[config.mk]
export PLATFORM = sky130hd
export DESIGN_NAME = ysyx_25030085_ifu
export DESIGN_NICKNAME = d
export VERILOG_FILES = /design/src/rtl/ysyx_25030085_ifu.sv
export SDC_FILE = /design/constraint.sdc
export NUM_CORES = 1
export LEC_CHECK = 0
export CORE_ASPECT_RATIO = 1.2
export CORE_UTILIZATION = 44
export CTS_CLUSTER_DIAMETER = 200
export DETAILED_ROUTE_END_ITERATION = 10
export MAX_ROUTING_LAYER = met4
export PLACE_DENSITY = 0.8
export SYNTH_ARGS = -nofsm -noshare
export SYNTH_HDL_FRONTEND = slang
export SYNTH_SLANG_ARGS = --single-unit
[constraint.sdc]
create_clock -name clk -period 4.5 [get_ports clk]
set_input_delay 0.9 -clock clk [delete_from_list [all_inputs] [get_ports clk]]
set_output_delay 0.9 -clock clk [all_outputs]
set_load 0.02 [all_outputs]
[src/rtl/ysyx_25030085_ifu.sv]
// Instruction fetch unit: owns the PC, issues one imem fetch at a time and queues {pc, inst} for the decoder.
// Optional feature macro: YSYX_25030085_EBREAK_HALT_EN (stop fetching once an ebreak has been queued).
module ysyx_25030085_ifu #(
    parameter logic [31:0] RESET_PC   = 32'h8000_0000,
    parameter int          FIFO_DEPTH = 2
) (
    input  logic        clk,
    input  logic        rst_n,
    output logic        imem_req_valid,
    input  logic        imem_req_ready,
    output logic [31:0] imem_req_addr,
    input  logic        imem_rsp_valid,
    input  logic [31:0] imem_rsp_data,
    input  logic        redirect_valid,
    input  logic [31:0] redirect_pc,
    output logic        inst_valid,
    input  logic        inst_ready,
    output logic [31:0] inst,
    output logic [31:0] inst_pc,
    output logic        halted
);

    localparam int               PTR_W   = $clog2(FIFO_DEPTH);
    localparam int               CNT_W   = PTR_W + 1;
    localparam logic [CNT_W-1:0] DEPTH_C = CNT_W'(FIFO_DEPTH);
`ifdef YSYX_25030085_EBREAK_HALT_EN
    localparam logic [31:0]      EBREAK  = 32'h0010_0073;
`endif

    typedef enum logic [1:0] {
        S_IDLE,
        S_REQ,
        S_WAIT,
        S_HALT
    } state_t;

    state_t           state_q, state_d;
    logic [31:0]      pc_q, pc_d;
    logic [31:0]      req_pc_q, req_pc_d;
    logic             drop_q, drop_d;
    logic [PTR_W-1:0] wr_ptr_q, wr_ptr_d;
    logic [PTR_W-1:0] rd_ptr_q, rd_ptr_d;
    logic [CNT_W-1:0] count_q, count_d;
    logic [31:0]      fifo_inst_q [FIFO_DEPTH];
    logic [31:0]      fifo_pc_q   [FIFO_DEPTH];
    logic             push;
    logic             pop;

    always_comb begin
        state_d  = state_q;
        pc_d     = pc_q;
        req_pc_d = req_pc_q;
        drop_d   = drop_q;
        push     = 1'b0;

        case (state_q)
            S_IDLE: begin
                // A fetch is only launched when its response is guaranteed a FIFO slot.
                if (drop_q) begin
                    if (imem_rsp_valid) begin
                        drop_d = 1'b0;
                    end
                end else if (count_q < DEPTH_C) begin
                    state_d = S_REQ;
                end
            end
            S_REQ: begin
                if (imem_req_ready) begin
                    state_d  = S_WAIT;
                    req_pc_d = pc_q;
                end
            end
            S_WAIT: begin
                if (imem_rsp_valid) begin
                    push = 1'b1;
                    pc_d = req_pc_q + 32'd4;
`ifdef YSYX_25030085_EBREAK_HALT_EN
                    state_d = (imem_rsp_data == EBREAK) ? S_HALT : S_IDLE;
`else
                    state_d = S_IDLE;
`endif
                end
            end
            default: begin
                state_d = state_q;
            end
        endcase

        // Redirect wins over everything; remember whether a response is still owed to us.
        if (redirect_valid) begin
            push    = 1'b0;
            state_d = S_IDLE;
            pc_d    = redirect_pc & 32'hFFFF_FFFC;
            drop_d  = ((state_q == S_WAIT) && !imem_rsp_valid)
                   || ((state_q == S_REQ) && imem_req_ready)
                   || (drop_q && !imem_rsp_valid);
        end
    end

    always_comb begin
        pop      = (count_q != '0) && inst_ready;
        wr_ptr_d = wr_ptr_q;
        rd_ptr_d = rd_ptr_q;
        count_d  = count_q;
        if (redirect_valid) begin
            wr_ptr_d = '0;
            rd_ptr_d = '0;
            count_d  = '0;
        end else begin
            if (push) begin
                wr_ptr_d = wr_ptr_q + PTR_W'(1);
            end
            if (pop) begin
                rd_ptr_d = rd_ptr_q + PTR_W'(1);
            end
            if (push && !pop) begin
                count_d = count_q + CNT_W'(1);
            end else if (!push && pop) begin
                count_d = count_q - CNT_W'(1);
            end
        end
    end

    always_ff @(posedge clk or negedge rst_n) begin
        if (!rst_n) begin
            state_q  <= S_IDLE;
            pc_q     <= RESET_PC;
            req_pc_q <= RESET_PC;
            drop_q   <= 1'b0;
            wr_ptr_q <= '0;
            rd_ptr_q <= '0;
            count_q  <= '0;
        end else begin
            state_q  <= state_d;
            pc_q     <= pc_d;
            req_pc_q <= req_pc_d;
            drop_q   <= drop_d;
            wr_ptr_q <= wr_ptr_d;
            rd_ptr_q <= rd_ptr_d;
            count_q  <= count_d;
        end
    end

    // Queue storage carries no reset; occupancy is tracked by count_q alone.
    always_ff @(posedge clk) begin
        if (push) begin
            fifo_inst_q[wr_ptr_q] <= imem_rsp_data;
            fifo_pc_q[wr_ptr_q]   <= req_pc_q;
        end
    end

    assign imem_req_valid = (state_q == S_REQ);
    assign imem_req_addr  = pc_q;
    assign inst_valid     = (count_q != '0);
    assign inst           = inst_valid ? fifo_inst_q[rd_ptr_q] : 32'd0;
    assign inst_pc        = inst_valid ? fifo_pc_q[rd_ptr_q] : 32'd0;

`ifdef YSYX_25030085_EBREAK_HALT_EN
    assign halted = (state_q == S_HALT) && (count_q == '0);
`else
    assign halted = 1'b0;
`endif

endmodule

==> results.py <==
metrics = {
    "outcome": {
        "outcome": "finished, final reports clean",
    },
    "place": {
        "place_congestion": 0.792,
        "dp_hpwl_um": 11800,
        "io_buffer_count": 165,
        "pre_cts_slack_ns": 1.39,
    },
    "cells_and_area": {
        "drive_gt1_share_pct": 10.6,
        "final_cell_mix": "clkdlybuf4s50_1, edfxtp_1, nor2_1",
        "syn2layout_area_growth_pct": 29.6,
        "final_common_cell": "clkdlybuf4s50_1",
        "nNetsFinal": 862,
    },
    "power_and_ir_drop": {
        "pwr-share-clk_pct": 26.0,
        "p_per_area_nw_per_um2": 509,
        "combPwrFrac_pct": 27.2,
        "vdd_ir_drop_max_v": 0.000284,
        "p_leak_nw": 3.82,
        "report.power.total_mw": 5.57,
        "seqPwrFrac_pct": 46.8,
        "p_sw_share_pct": 31.1,
        "intPower_mw": 3.84,
        "power_switching_mw": 1.73,
    },
    "global_route": {
        "antenna_found_initial": 1,
        "grt_pass1_vias": 5435,
        "overflow": 0,
        "track_usage_pct": 19.9,
        "grt_pass1_wl_um": 28800,
        "grt_start_max_net_pins": 72,
    },
    "critical_path": {
        "required_ns": 3.60,
        "cp-start-kind": "flip-flop",
        "critical_path_arrival_ns": 2.63,
        "worst-path-max-fanout": 43,
        "worstSetupEndpointType": "output port",
        "critPathKind": "flip-flop to output port",
    },
    "floorplanning": {
        "start_util_pct": 44.8,
        "fp.dieH_um": 154,
        "ioPinCount": 169,
        "die_w_um": 128,
        "placement_rows": 55,
        "design.die.area_sq_um": 19800,
        "core_sq_um": 18900,
    },
    "timing": {
        "post-route-period-util_pct": 78.5,
        "worst_slew_pin_slew_ns": 0.949,
        "skew_ns": 0.0159,
        "relSlewSlack_pct": 36.7,
        "finalSetupViolations": 0,
        "timing.fmax_mhz": 283,
        "setup_ws_ns": 0.968,
        "timing_hold_violations_final": 0,
        "drv_slew": 0,
        "setup_tns_ns": 0,
        "finalCriticalPeriod_ns": 3.53,
        "rsz0062_at_grt": "no",
    },
    "clocking": {
        "clock-sinks": 199,
        "clk_latency_ns": 0.43,
        "cts_setup_buffers": 0,
        "cts.repair.resized": 0,
        "cts_max_path_buffers": 2,
        "cts_buffers": 17,
        "cts_tree": "yes",
        "cts_hold_buf": 0,
        "path_clk_slew_ns": 0.07,
        "root_buffer": "clkbuf_16",
        "htreeDepth": 4,
    },
    "route": {
        "met3_length_um": 915,
        "antenna_left": 0,
        "met1_length_um": 7660,
        "topRoutingLayerUsed": "met4",
        "wire_per_inst_um": 17.3,
        "drc": 0,
        "firstDrtPassIters": 4,
        "vias_per_cell": 5.14,
        "vias": 5436,
        "wl_um": 18300,
        "drtIter0Drc": 366,
        "wl_met2_um": 9390,
    },
    "synthesis": {
        "synth_seq_cells": 199,
        "syn_nets": 705,
        "synthesis.instances": 631,
        "synth_async_sr_flop_share_pct": 35.7,
        "synth_warnings": 0,
        "synth_ff_type": "edfxtp_1",
        "synth_area_sq_um": 8450,
        "synth_edf_count": 128,
        "synth.avg_cell_area_sq_um": 13.4,
        "yosysSeqAreaShare_pct": 66.6,
        "yosysUniqueCellTypes": 45,
    },
    "hold_path": {
        "hold_class": "flip-flop to flip-flop",
    },
    "flow_run": {
        "drv_cap": 0,
    },
}
worst max-delay path, stage by stage, from the launching register on:
cell and delay (ns):
dfrtp_4 0.98, buf_4 0.38, mux2i_1 0.12, nor2_1 0.11
clkdlybuf4s50_1 0.61
layout make-up:
cell class | count | area (sq um)
diodes | 1 | 2.50
clock inverters | 10 | 93.8
multi-input cells | 391 | 2680
flip-flops and latches | 199 | 5630
well taps | 256 | 320
inverters | 5 | 18.8
fillers | 1530 | 7910
clock buffers | 22 | 474
repair buffers | 174 | 1740
stage by stage:
step                util (%)  instance area, sq um  instances  hold WS [ns]
floorplan                  -                  8450        631         0.458
global placement        55.0                 10400       1025         0.485
detailed placement      55.0                 10400       1025         0.492
CTS                     58.1                 10900       1057         0.508
global route            58.1                 10900       1058         0.541
finish                  58.1                 10900       1058         0.503
cell families after synthesis:
| family | after synthesis | share of synthesized area (%) |
|---|---|---|
| AO/OA/AOI/OAI | 62 | 4.50 |
| XOR/XNOR | 27 | 2.80 |
| adder cells (fa/ha/maj) | 4 | 0.593 |
| buffers and inverters | 41 | 1.96 |
| flip-flops | 199 | 66.6 |
| multiplexers | 101 | 12.5 |
| other | 1 | 0.0444 |
| AND/OR/NAND/NOR | 196 | 11.1 |
sequential cells by signal (all words and copies together) (netlist names):
name,flops
fifo_inst_q,64
fifo_pc_q,64
imem_req_addr,32
req_pc_q,32
count_q,2
state_q,2
drop_q,1
rd_ptr_q,1
wr_ptr_q,1
power groups by stage:
stage | Sequential (mW) | Clock [mW] | Combinational, mW
after global routing | 2.66 | 1.57 | 1.64
after floorplan | 2.56 | 0 | 0.933
after CTS | 2.60 | 1.48 | 1.54
after global placement | 2.62 | 0 | 1.50
after detailed placement | 2.64 | 0 | 1.53
final | 2.60 | 1.45 | 1.52
cell usage after synthesis, types with 6 or more instances:
library cell  number  area share, %
o21ai_0           20            1.2
dfrtp_1           69             20
a21oi_1           20            1.2
xnor2_1           20            2.1
nand4_1            8           0.59
xor2_1             7           0.73
mux2_2            33            4.4
buf_1             13           0.58
nand2_1           48            2.1
o221ai_1           9           0.93
edfxtp_1         128             46
clkbuf_1          18           0.80
and2_1             6           0.44
nor2_1            83            3.7
nand3_1           15           0.89
mux2i_1           68            8.1
metal layers:
| metal | GRT usage [%] | vias up |
|---|---|---|
| li1 | - | 2601 |
| met1 | 23.8 | 2679 |
| met2 | 32.7 | 135 |
| met3 | 4.73 | 21 |
| met4 | 7.17 | 0 |
| met5 | - | - |
path summary, 6_finish.rpt:
kind	from	end	slack [ns]	cells after the start
setup reg to reg	req_pc_q[2]$_DFFE_PN0P_	imem_req_addr[22]$_DFFE_PN0P_	2.26	6
min in group asynchronous	rst_n	imem_req_addr[14]$_DFFE_PN0P_	0.59	1
hold / removal	req_pc_q[1]$_DFFE_PN0P_	fifo_pc_q[1][1]$_DFFE_PP_	0.50	0
max in group asynchronous	rst_n	rd_ptr_q$_DFFE_PN0P_	3.18	1
hold reg to reg	req_pc_q[1]$_DFFE_PN0P_	fifo_pc_q[1][1]$_DFFE_PP_	0.50	0
setup / recovery	rd_ptr_q$_DFFE_PN0P_	inst[16]	0.97	4
Power figures use the tool's default switching activity.
